<file path="src/rtl/cache_line_data_ram.sv">
// cache_line_data_ram: byte-lane data RAM with 1-cycle write-first reads and a line fill FSM
module cache_line_data_ram #(
  parameter int data_bits = 32,
  parameter int nr_entries = 32,
  parameter int words_per_line = 4,
  localparam int addr_bits = $clog2(nr_entries),
  localparam int lanes = data_bits / 8,
  localparam int off_bits = $clog2(words_per_line),
  localparam int line_bits = addr_bits - off_bits
) (
  input  logic                 clk,
  input  logic                 rst,
  input  logic                 read_en,
  input  logic [addr_bits-1:0] read_addr,
  output logic [data_bits-1:0] read_data,
  output logic                 read_valid,
  input  logic                 wr_en,
  input  logic [addr_bits-1:0] write_addr,
  input  logic [data_bits-1:0] write_data,
  input  logic [lanes-1:0]     bytesel,
  input  logic                 fill_start,
  input  logic [line_bits-1:0] fill_line,
  input  logic [data_bits-1:0] fill_data,
  input  logic                 fill_valid,
  output logic                 fill_ready,
  output logic                 fill_busy,
  output logic                 fill_done
);
  typedef enum logic {IDLE, FILL} state_t;
  state_t state, state_n;
  logic [off_bits-1:0] cnt, cnt_n;
  logic [line_bits-1:0] line_q, line_n;
  logic done_n, fill_we, cpu_we;
  logic [addr_bits-1:0] waddr;
  logic [data_bits-1:0] wdata, rd_next;
  logic [lanes-1:0] wlane;
  assign fill_ready = state == FILL;
  assign fill_busy = state == FILL;
  assign fill_we = fill_ready && fill_valid;
  assign cpu_we = state == IDLE && wr_en;
  assign waddr = fill_we ? {line_q, cnt} : write_addr;
  assign wdata = fill_we ? fill_data : write_data;
  assign wlane = fill_we ? {lanes{1'b1}} : (cpu_we ? bytesel : '0);
  always_comb begin
    state_n = state;
    cnt_n = cnt;
    line_n = line_q;
    done_n = 1'b0;
    if (state == IDLE) begin
      if (fill_start) begin
        state_n = FILL;
        cnt_n = '0;
        line_n = fill_line;
      end
    end else if (fill_valid) begin
      cnt_n = cnt + 1'b1;
      if (&cnt) begin
        state_n = IDLE;
        done_n = 1'b1;
      end
    end
  end
  always_ff @(posedge clk or posedge rst) begin
    if (rst) begin
      state <= IDLE;
      cnt <= '0;
      line_q <= '0;
      fill_done <= 1'b0;
      read_valid <= 1'b0;
      read_data <= '0;
    end else begin
      state <= state_n;
      cnt <= cnt_n;
      line_q <= line_n;
      fill_done <= done_n;
      read_valid <= read_en;
      if (read_en) read_data <= rd_next;
    end
  end
  for (genvar i = 0; i < lanes; i++) begin : g_lane
    logic [7:0] lane_mem [nr_entries];
    always_ff @(posedge clk)
      if (wlane[i]) lane_mem[waddr] <= wdata[8*i +: 8];
    assign rd_next[8*i +: 8] = (wlane[i] && waddr == read_addr) ? wdata[8*i +: 8] : lane_mem[read_addr];
  end
endmodule

</file>
<file path="config.mk">
export PLATFORM = sky130hd
export DESIGN_NAME = cache_line_data_ram
export DESIGN_NICKNAME = d
export VERILOG_FILES = /design/src/rtl/cache_line_data_ram.sv
export SDC_FILE = /design/constraint.sdc
export NUM_CORES = 1
export LEC_CHECK = 0
export CORE_ASPECT_RATIO = 0.75
export CORE_MARGIN = 2
export CORE_UTILIZATION = 30
export DETAILED_ROUTE_END_ITERATION = 10
export PLACE_DENSITY_LB_ADDON = 0.25
export SETUP_SLACK_MARGIN = 0.5
export SLEW_MARGIN = 10
export SYNTH_ARGS = -nofsm -noshare
export SYNTH_HDL_FRONTEND = slang
export SYNTH_SLANG_ARGS = --single-unit
</file>
<file path="constraint.sdc">
create_clock -name clk -period 3.6 [get_ports clk]
set_clock_uncertainty 0.1 [all_clocks]
set_input_delay 0.36 -clock clk [delete_from_list [all_inputs] [get_ports clk]]
set_output_delay 0.36 -clock clk [all_outputs]
set_load 0.005 [all_outputs]
</file>
==> results.py <==
metrics = {
    "clocking": {
        "cts_buffer_depth": 3,
        "clkLatencyLatePin_ps": 700,
        "cts_made_buffers": 106,
        "cts_root_buffer": "clkbuf_16",
        "clk_pin_slew_ps": 70,
        "clock_sinks": 1064,
        "htreeDepth": 3,
        "cts_tree": "built",
    },
    "pwr": {
        "powerDensity_nw_per_um2": 593,
        "power_frac_seq": 0.503,
        "p_sw_frac": 0.257,
        "ir_drop_v": 0.000363,
        "p_leak_nw": 16.4,
        "power_frac_comb": 0.134,
        "power_frac_clock": 0.362,
        "intPower_mw": 22.2,
        "p_switching_mw": 7.66,
    },
    "global_routing": {
        "overflow": 0,
        "antenna_found_initial": 4,
        "grt_pass1_vias": 22000,
        "grt_start_max_net_pins": 67,
        "grt_pass1_wl_um": 161000,
        "grt_usage": 0.155,
    },
    "floorplan": {
        "start_util": 0.303,
        "boundaryPins": 123,
        "dieArea_um2": 143000,
        "die_height_um": 328,
        "die_x_um": 436,
        "row_count": 118,
        "core_um2": 139000,
    },
    "routing": {
        "drt-total-wl_um": 112000,
        "drtAntennaViolNets": 0,
        "first_pass_iters": 6,
        "dr.first_iter.drc_count": 2273,
        "routed_via_density": 4.95,
        "drc_errors": 0,
        "num_vias": 21400,
        "wl_per_cell_um": 25.8,
    },
    "finish": {
        "drive_above_1_share": 0.293,
        "post-route-util": 0.364,
        "syn_to_final_growth_pct": 19.9,
        "nets": 2456,
        "fillers": 12600,
        "antenna_cells": 0,
    },
    "logic_synthesis": {
        "synth_top_family_by_area": "multiplexers",
        "synth-async-reset-ratio": 0.0376,
        "synth-xor-area-share": 0.000417,
        "synth.ff_latch_count": 1064,
        "synth_top_cell_by_area": "edfxtp_1",
        "ys.flop_type": "edfxtp_1",
        "yosys_warnings": 0,
        "synth.cell_area_um2": 42000,
        "synthMuxAreaShare": 0.172,
        "yosys.area_share.simple": 0.0315,
        "synth_area_leaders": "edfxtp_1 73%, mux4_2 16%, dfrtp_1 2.4%, nand2_1 1.3%, nor2_1 1.2%",
        "synthAdderAreaFrac": 0.000298,
        "yosysMostFrequentCell": "edfxtp_1",
        "syn_inst": 2027,
        "synthesis.nets": 2115,
        "synth-edff-count": 1024,
        "synth_compound_area_frac": 0.0249,
        "ys_types": 50,
        "synth.avg_cell_area_um2": 20.7,
        "ys_seq_area_frac": 0.755,
        "synth_top_area_frac": 0.731,
        "yosys-top-cells-count": "1024 x edfxtp_1, 297 x mux4_2, 151 x nand2_1",
    },
    "run": {
        "cap_violations": 0,
    },
    "status": {
        "status": "finished clean",
    },
    "critical_path": {
        "cp_max_fo": 16,
        "slowest_delay_ps": 690,
        "setup.worst_path.end_class": "flip-flop",
        "path_class": "reg2reg",
        "cp_num_buf_inv": 2,
        "critical-path-top-delay-family": "simple AND/OR/NAND/NOR gates",
        "crit_top_cell": "buf_4",
        "slowest_stage": "nand2_1",
        "start_kind": "flip-flop",
        "critical_path_arrival_ps": 3540,
        "crit_required_ps": 3890,
        "path_cells": "and2_2, buf_4, or3_1, o31ai_1, nand2_1, nor2_1, buf_4",
    },
    "timing": {
        "setup_ws_ps": 354,
        "setup-violations-final": 0,
        "fin_crit_sh": 0.902,
        "setup_tns_ps": 0,
        "max_slew_margin": 0.365,
        "rsz0062_at_grt": "yes",
        "max_freq_mhz": 308,
        "tightest_slew_ps": 944,
        "min_period_ps": 3250,
        "hold_violations": 0,
        "slew_violations": 0,
        "hold_slack_ps": 181,
    },
    "placement": {
        "numPortBuffers": 122,
        "place_hpwl_um": 73900,
        "post-place-ws_ps": -148,
        "place_congestion": 0.808,
    },
    "hold_path": {
        "hp-class": "in2reg",
    },
}
flip-flops by register name, summed over array words and instances (netlist names):
signal           count
cnt                  2
g_lane.lane_mem   1024
line_q               3
read_valid           1
fill_done            1
fill_busy            1
read_data           32
cells by family (layout without fill, tap and decap cells):
group,count (synthesis),in the layout
mux,352,352
xor+xnor,2,2
simple gates,327,327
flops,1064,1064
compound gates,152,152
buf+inv,129,562
fa+ha+maj,1,1
per-layer routing:
layer	share of wire	up-vias	wire (um)	GRT usage
met5	0	-	0	0
li1	-	9048	-	-
met3	0.055	153	6180	0.0265
met2	0.47	706	52500	0.244
met1	0.45	11500	50600	0.224
met4	0.021	0	2340	0.0353
worst reg2reg max path: stages (launching register included):
cell and delay, ps:
dfrtp_1 490, and2_2 300, buf_4 230, or3_1 340, o31ai_1 250, nand2_1 690
nor2_1 310, buf_4 220
placed cells by master, fill, tap and decap left out, drive strengths merged, types with 12 or more instances in the layout:
| master | instances |
|---|---|
| clkbuf | 121 |
| mux2i | 50 |
| mux4 | 297 |
| dfrtp | 40 |
| buf | 239 |
| o21ai | 33 |
| clkinv | 57 |
| a22o | 24 |
| a21oi | 24 |
| o22ai | 18 |
| o31a | 22 |
| nand2 | 151 |
| edfxtp | 1024 |
| nor2 | 137 |
| clkinvlp | 12 |
| clkdlybuf4s50 | 117 |
per-stage QoR:
step	power, mW	area (um2)	instances
floorplan	17.2	42000	2027
CTS	30.1	50400	4316
global placement	19.2	46900	4115
detailed placement	19.3	46900	4115
finish	29.9	50400	4320
global route	30.9	50400	4320
power groups by stage:
stage	logic (mW)	registers [mW]	clock network [mW]
5_1_grt	4.28	15.1	11.6
2_1_floorplan	2.02	15.2	0
4_1_cts	4.04	15.0	11.1
3_3_place_gp	3.92	15.3	0
6_report	4.01	15.0	10.8
3_5_place_dp	4.03	15.3	0
path summary, 6_finish.rpt:
path | start | end | slack (ps) | cells after the start
min in group asynchronous | rst | read_data[2] | 560 | 3
min reg2reg | read_data[1] | read_data[1] | 420 | 1
max | fill_busy | g_lane[1].lane_mem[28][2] | 350 | 7
max in group asynchronous | rst | read_data[16] | 2130 | 4
min | fill_line[1] | line_q[1] | 180 | 2
max reg2reg | fill_busy | g_lane[1].lane_mem[28][2] | 350 | 7
repair_timing:
| action | CTS | global route |
|---|---|---|
| resized for setup | 1 | 4 |
| setup buffers | 0 | 4 |
| pin swaps | 0 | 2 |
| hold buffers | 1 | 0 |
| endpoints found under the setup margin | 53 | 268 |
| hold endpoints to repair | 4 | 0 |
cell type report:
type	instances	area (um2)	area share
inverter	5	18.8	0.000372
sequential	1064	31800	0.630
clock inverter	79	701	0.0139
timing repair buffer	357	3180	0.0630
clock buffer	121	2730	0.0542
tap	1860	2330	0.0462
multi-input combinational	834	9700	0.192
No activity file was read; power rests on OpenSTA's default activity.
==> patch 1, RTL diff (config.mk and constraints unchanged) <==
Make the reset (`rst`) synchronous in one clocked block.
--- a/src/rtl/cache_line_data_ram.sv
+++ b/src/rtl/cache_line_data_ram.sv
@@ -61,5 +61,5 @@
     end
   end
-  always_ff @(posedge clk or posedge rst) begin
+  always_ff @(posedge clk) begin
     if (rst) begin
       state <= IDLE;
Function: changed (a bounded check fails within 4 cycles, from zero or initial values and one cycle with rst high; the reset may be asserted at any time).
==> patch 1 against the original RTL <==
Largest cell class unchanged. Design area fell by 2.4%. Synthesized cell count fell by 0.49%. Worst setup slack improved by 190 ps. Global-route usage rose by 0.79 points. Area after synthesis fell by 2.2%. Critical path depth fell by 1. Routed wire length rose by 3.2%. Core utilization fell by 0.16 points. Sequential cell count did not move.
Power is not compared: it rests on default switching activity, and its combinational part moved more than twofold at a synthesized area within 25%.
==> patch 1: results (changes against the original RTL) <==
Setup crit start=read_addr[2]; Worst Path Arrival=3550 ps (about the same); most frequent cells after synthesis=edfxtp_1, mux4_2, nor2_1; DR WL met2=54200 microns (+3.2%); Detail Placement HPWL=76400 microns (+3.4%); cell family with the largest share of critical-path delay=buffers and inverters; synth unique cells=43 (-14%); Synth Area in Compound Gates=0.0322 (+0.00728); Final Wtd Congestion=0.784 (-3.0%); Fill cells=12500 (-1.1%); vias post-DR=21400 (+0.21%); DRT iter0 DRCs=2215 (-2.6%); total track usage=0.162 (+0.00788); largest net degree at the start of global routing=59 (-12%); Async S/R FF share, synth=0 (-0.0376); Hold Path End=line_q[1]; Vias/cell=5.07 (+2.6%); CP max stage delay=1000 ps (+310 ps); metal3 WL=7610 microns (+23%); M2 GR Usage=0.255 (+0.0109); GR Layer Usage met3=0.0311 (+0.00462); share of layout cells above drive strength 1=0.265 (-0.0284); Area after DPL=45800 sq um (-2.3%); syn_nets=2105 (-0.47%); Synth area leaders=edfxtp_1, mux4_2, dfxtp_1; crit path max-delay cell type=nand3_1; Fmax=328 MHz (+6.3%); mux share of post-synthesis cell area=0.143 (-0.0295); Mapped Cells=2017 (-0.49%); Worst Tran Pin Value=1130 ps (+188 ps); status=finished, final reports clean; R2R Path Start=fill_busy; Net Sw Frac=0.218; met1 WL=50500 microns (-0.14%); vias in the first global route=21800 (-1.0%); xor and xnor area share after synthesis=0.000639 (+0.000222); CP Max Fanout=15 (-1); DR top layer=met5; pre-CTS setup slack=-72.8 ps (+75.2 ps); CP endpoint=read_data[27]; global-route wire length before repair=162000 microns (+0.91%); Post-Synth Adder-Cell Area=0.000304 (+0.00000668); per-cell routed wire length=27.3 microns (+5.7%); R2R Setup Slk=700 ps (+350 ps)
==> patch 1: changes by cell type after synthesis, sizes merged, moves of 24 or more <==
cell / change
a221o: +32
a22o: -24
and2: +28
dfrtp: -40
dfxtp: +40
mux2i: -41
mux4: -41
nor4: +28
o21ai: -32
o22ai: +107
==> patch 1: area by class of cell <==
cell class              instances  area [sq um]  share of cell area
flip-flops and latches       1064         31600               0.642
multi-input cells             828          8950               0.182
clock inverters                43           546              0.0111
clock buffers                 143          2810              0.0572
repair buffers                349          3050              0.0620
well taps                    1785          2230              0.0454
inverters                       6          22.5            0.000458
diodes                          2          5.00            0.000102
==> patch 1: stage by stage <==
| stage | utilization | setup TNS, ps | hold WS [ps] |
|---|---|---|---|
| after detailed placement | 0.337 | -285 | 389 |
| after global placement | 0.337 | -166 | 385 |
| final | 0.362 | 0 | 197 |
| after floorplan | - | 0 | 382 |
| after global routing | 0.362 | 0 | 211 |
| after CTS | 0.362 | 0 | 152 |
==> patch 2, RTL diff (same settings) <==
Without the edit above. Set the parameter `data_bits` to 40 (it was 32).
--- a/src/rtl/cache_line_data_ram.sv
+++ b/src/rtl/cache_line_data_ram.sv
@@ -1,5 +1,5 @@
 // cache_line_data_ram: byte-lane data RAM with 1-cycle write-first reads and a line fill FSM
 module cache_line_data_ram #(
-  parameter int data_bits = 32,
+  parameter int data_bits = 40,
   parameter int nr_entries = 32,
   parameter int words_per_line = 4,
Interface: changed (resized bytesel, fill_data, read_data and write_data); port bits go from 123 to 148. The function was not compared with the original's and may differ.
==> patch 2 against the original RTL <==
Worst setup slack improved by 200 ps. Global-route usage rose by 2.0 points. Total power grew 26%. Design area up 24%. First-iteration DRC count up 46%. Die area rose by 24%. Area after synthesis is 24% higher. Sequential cell count up 264. Routed wire length is 40% higher. Worst hold slack worse by 67 ps. Critical path type is now primary input to register.
==> patch 2: results (changes against the original RTL) <==
total track usage=0.174 (+0.0197); vias post-DR=28000 (+31%); met1 WL=68900 microns (+36%); #MultiIn Comb=1125 (+35%); Vias/cell=5.15 (+4.2%); M2 GR Usage=0.264 (+0.0202); clock latency on the worst-skew pair=770 ps (+70 ps); maximum vdd drop=0.000528 V (+45%); Non-Clock Buffer Area Fraction=0.0659 (+0.00289); cts bufs inserted=132 (+25%); Final Wtd Congestion=0.853 (+5.5%); status=finished, final reports clean; Async S/R FF share, synth=0.0361 (-0.00145); FF+latch area=39600 sq um (+25%); Flop pwr share=0.499 (-0.004); share of layout cells above drive strength 1=0.272 (-0.0215); Area after DPL=58300 sq um (+24%); Area Overhead vs Synth=20.0%; Synth Cell Area=52100 sq um (+24%); largest net degree at the start of global routing=49 (-27%); Mapped Cells=2628 (+30%); Pleak=20.1 nW (+23%); Clk pwr share=0.364 (+0.002); DRC=0 (unchanged); total wire length=156000 microns (+40%); nets=3160 (+29%); Synth area leaders=edfxtp_1, mux4_2, dfrtp_1; area of the multi-input gates=11700 sq um (+21%); placed insts=5197 (+26%); Clock Network Area Fraction=0.0675 (-0.000553); n_diodes=1 (+1); syn_nets=2733 (+29%); non-clock inverter count in the final layout=11 (+6); H-tree depth=4 (+1); DRT iter0 DRCs=3312 (+46%); most frequent cells after synthesis=edfxtp_1, mux4_2, nor2_1; CTS max path bufs=3 (unchanged); EDFF count, synth=1280 (+25%); Worst Tran Pin Value=1110 ps (+163 ps); synth unique cells=64 (+28%); sequential fraction of the synthesis area=0.760 (+0.00498); Fill cells=15900 (+26%); metal3 WL=12300 microns (+99%); GR Layer Usage met3=0.0423 (+0.0158); met1 usage=0.249 (+0.0258); CP Max Fanout=23 (+7); DR WL met2=70800 microns (+35%); Int Pwr=27.8 mW (+25%); count of non-CTS buffers in the layout=457 (+28%); CLK BUF=178 (+47%); Sink Count=1328 (+25%); global-route wire length before repair=219000 microns (+36%); IO Port Bufs=147 (+20%); Regs by FF count=g_lane.lane_mem (1280), read_data (40), line_q (3)
[patch 2: changes by cell type in the layout (fill, tap and decap cells not counted), sizes merged, moves of 33 or more]
cell,unedited run,this run
nor2,137,201
mux2i,50,3
nor4,1,34
edfxtp,1024,1280
buf,239,311
clkbuf,121,178
o22ai,18,145
[patch 2: stage by stage]
stage	power (mW)	util	TNS [ps]	setup slack [ps]
6_report	37.6	0.363	0	558
5_1_grt	38.8	0.363	0	517
4_1_cts	37.9	0.363	0	330
3_5_place_dp	24.2	0.338	-67.7	-67.7
3_3_place_gp	24.2	0.338	-157	-29.2
2_1_floorplan	21.4	-	0	1090
[patch 2: repair_timing]
| item | CTS | global route |
|---|---|---|
| setup endpoints to repair | 120 | 427 |
| gates cloned | 0 | 0 |
| hold buffers | 2 | 0 |
| gates resized for setup | 0 | 6 |
| buffers inserted | 0 | 0 |
| endpoints found under the hold margin | 41 | 0 |
[patch 2: worst paths after layout]
| check | from | to | slack, ps | cells past startpoint |
|---|---|---|---|---|
| max | read_addr[4] | read_data[3] | 560 | 8 |
| min | fill_line[1] | line_q[1] | 110 | 2 |
| max reg2reg | fill_busy | g_lane[0].lane_mem[31][2] | 620 | 6 |
| min reg2reg | read_data[15] | read_data[15] | 450 | 2 |
| max in group asynchronous | rst | read_data[19] | 2010 | 4 |
| min in group asynchronous | rst | fill_done | 450 | 3 |
[patch 2: kinds of logic after synthesis]
family,count (synthesis),share of synthesized area
adders and majority gates,1,0.000240
AOI/OAI and AO/OA,287,0.0394
and+or+nand+nor,503,0.0438
buffers and inverters,175,0.0166
xor gates and xnor gates,3,0.000648
DFF,1328,0.760
muxes,331,0.139
[patch 2: critical path: stages]
cell and delay, ps:
clkdlybuf4s50_1 520, buf_4 320, or3_2 440, buf_4 360, o22ai_1 270, nor4_1 910
o31ai_1 210, a31oi_1 220
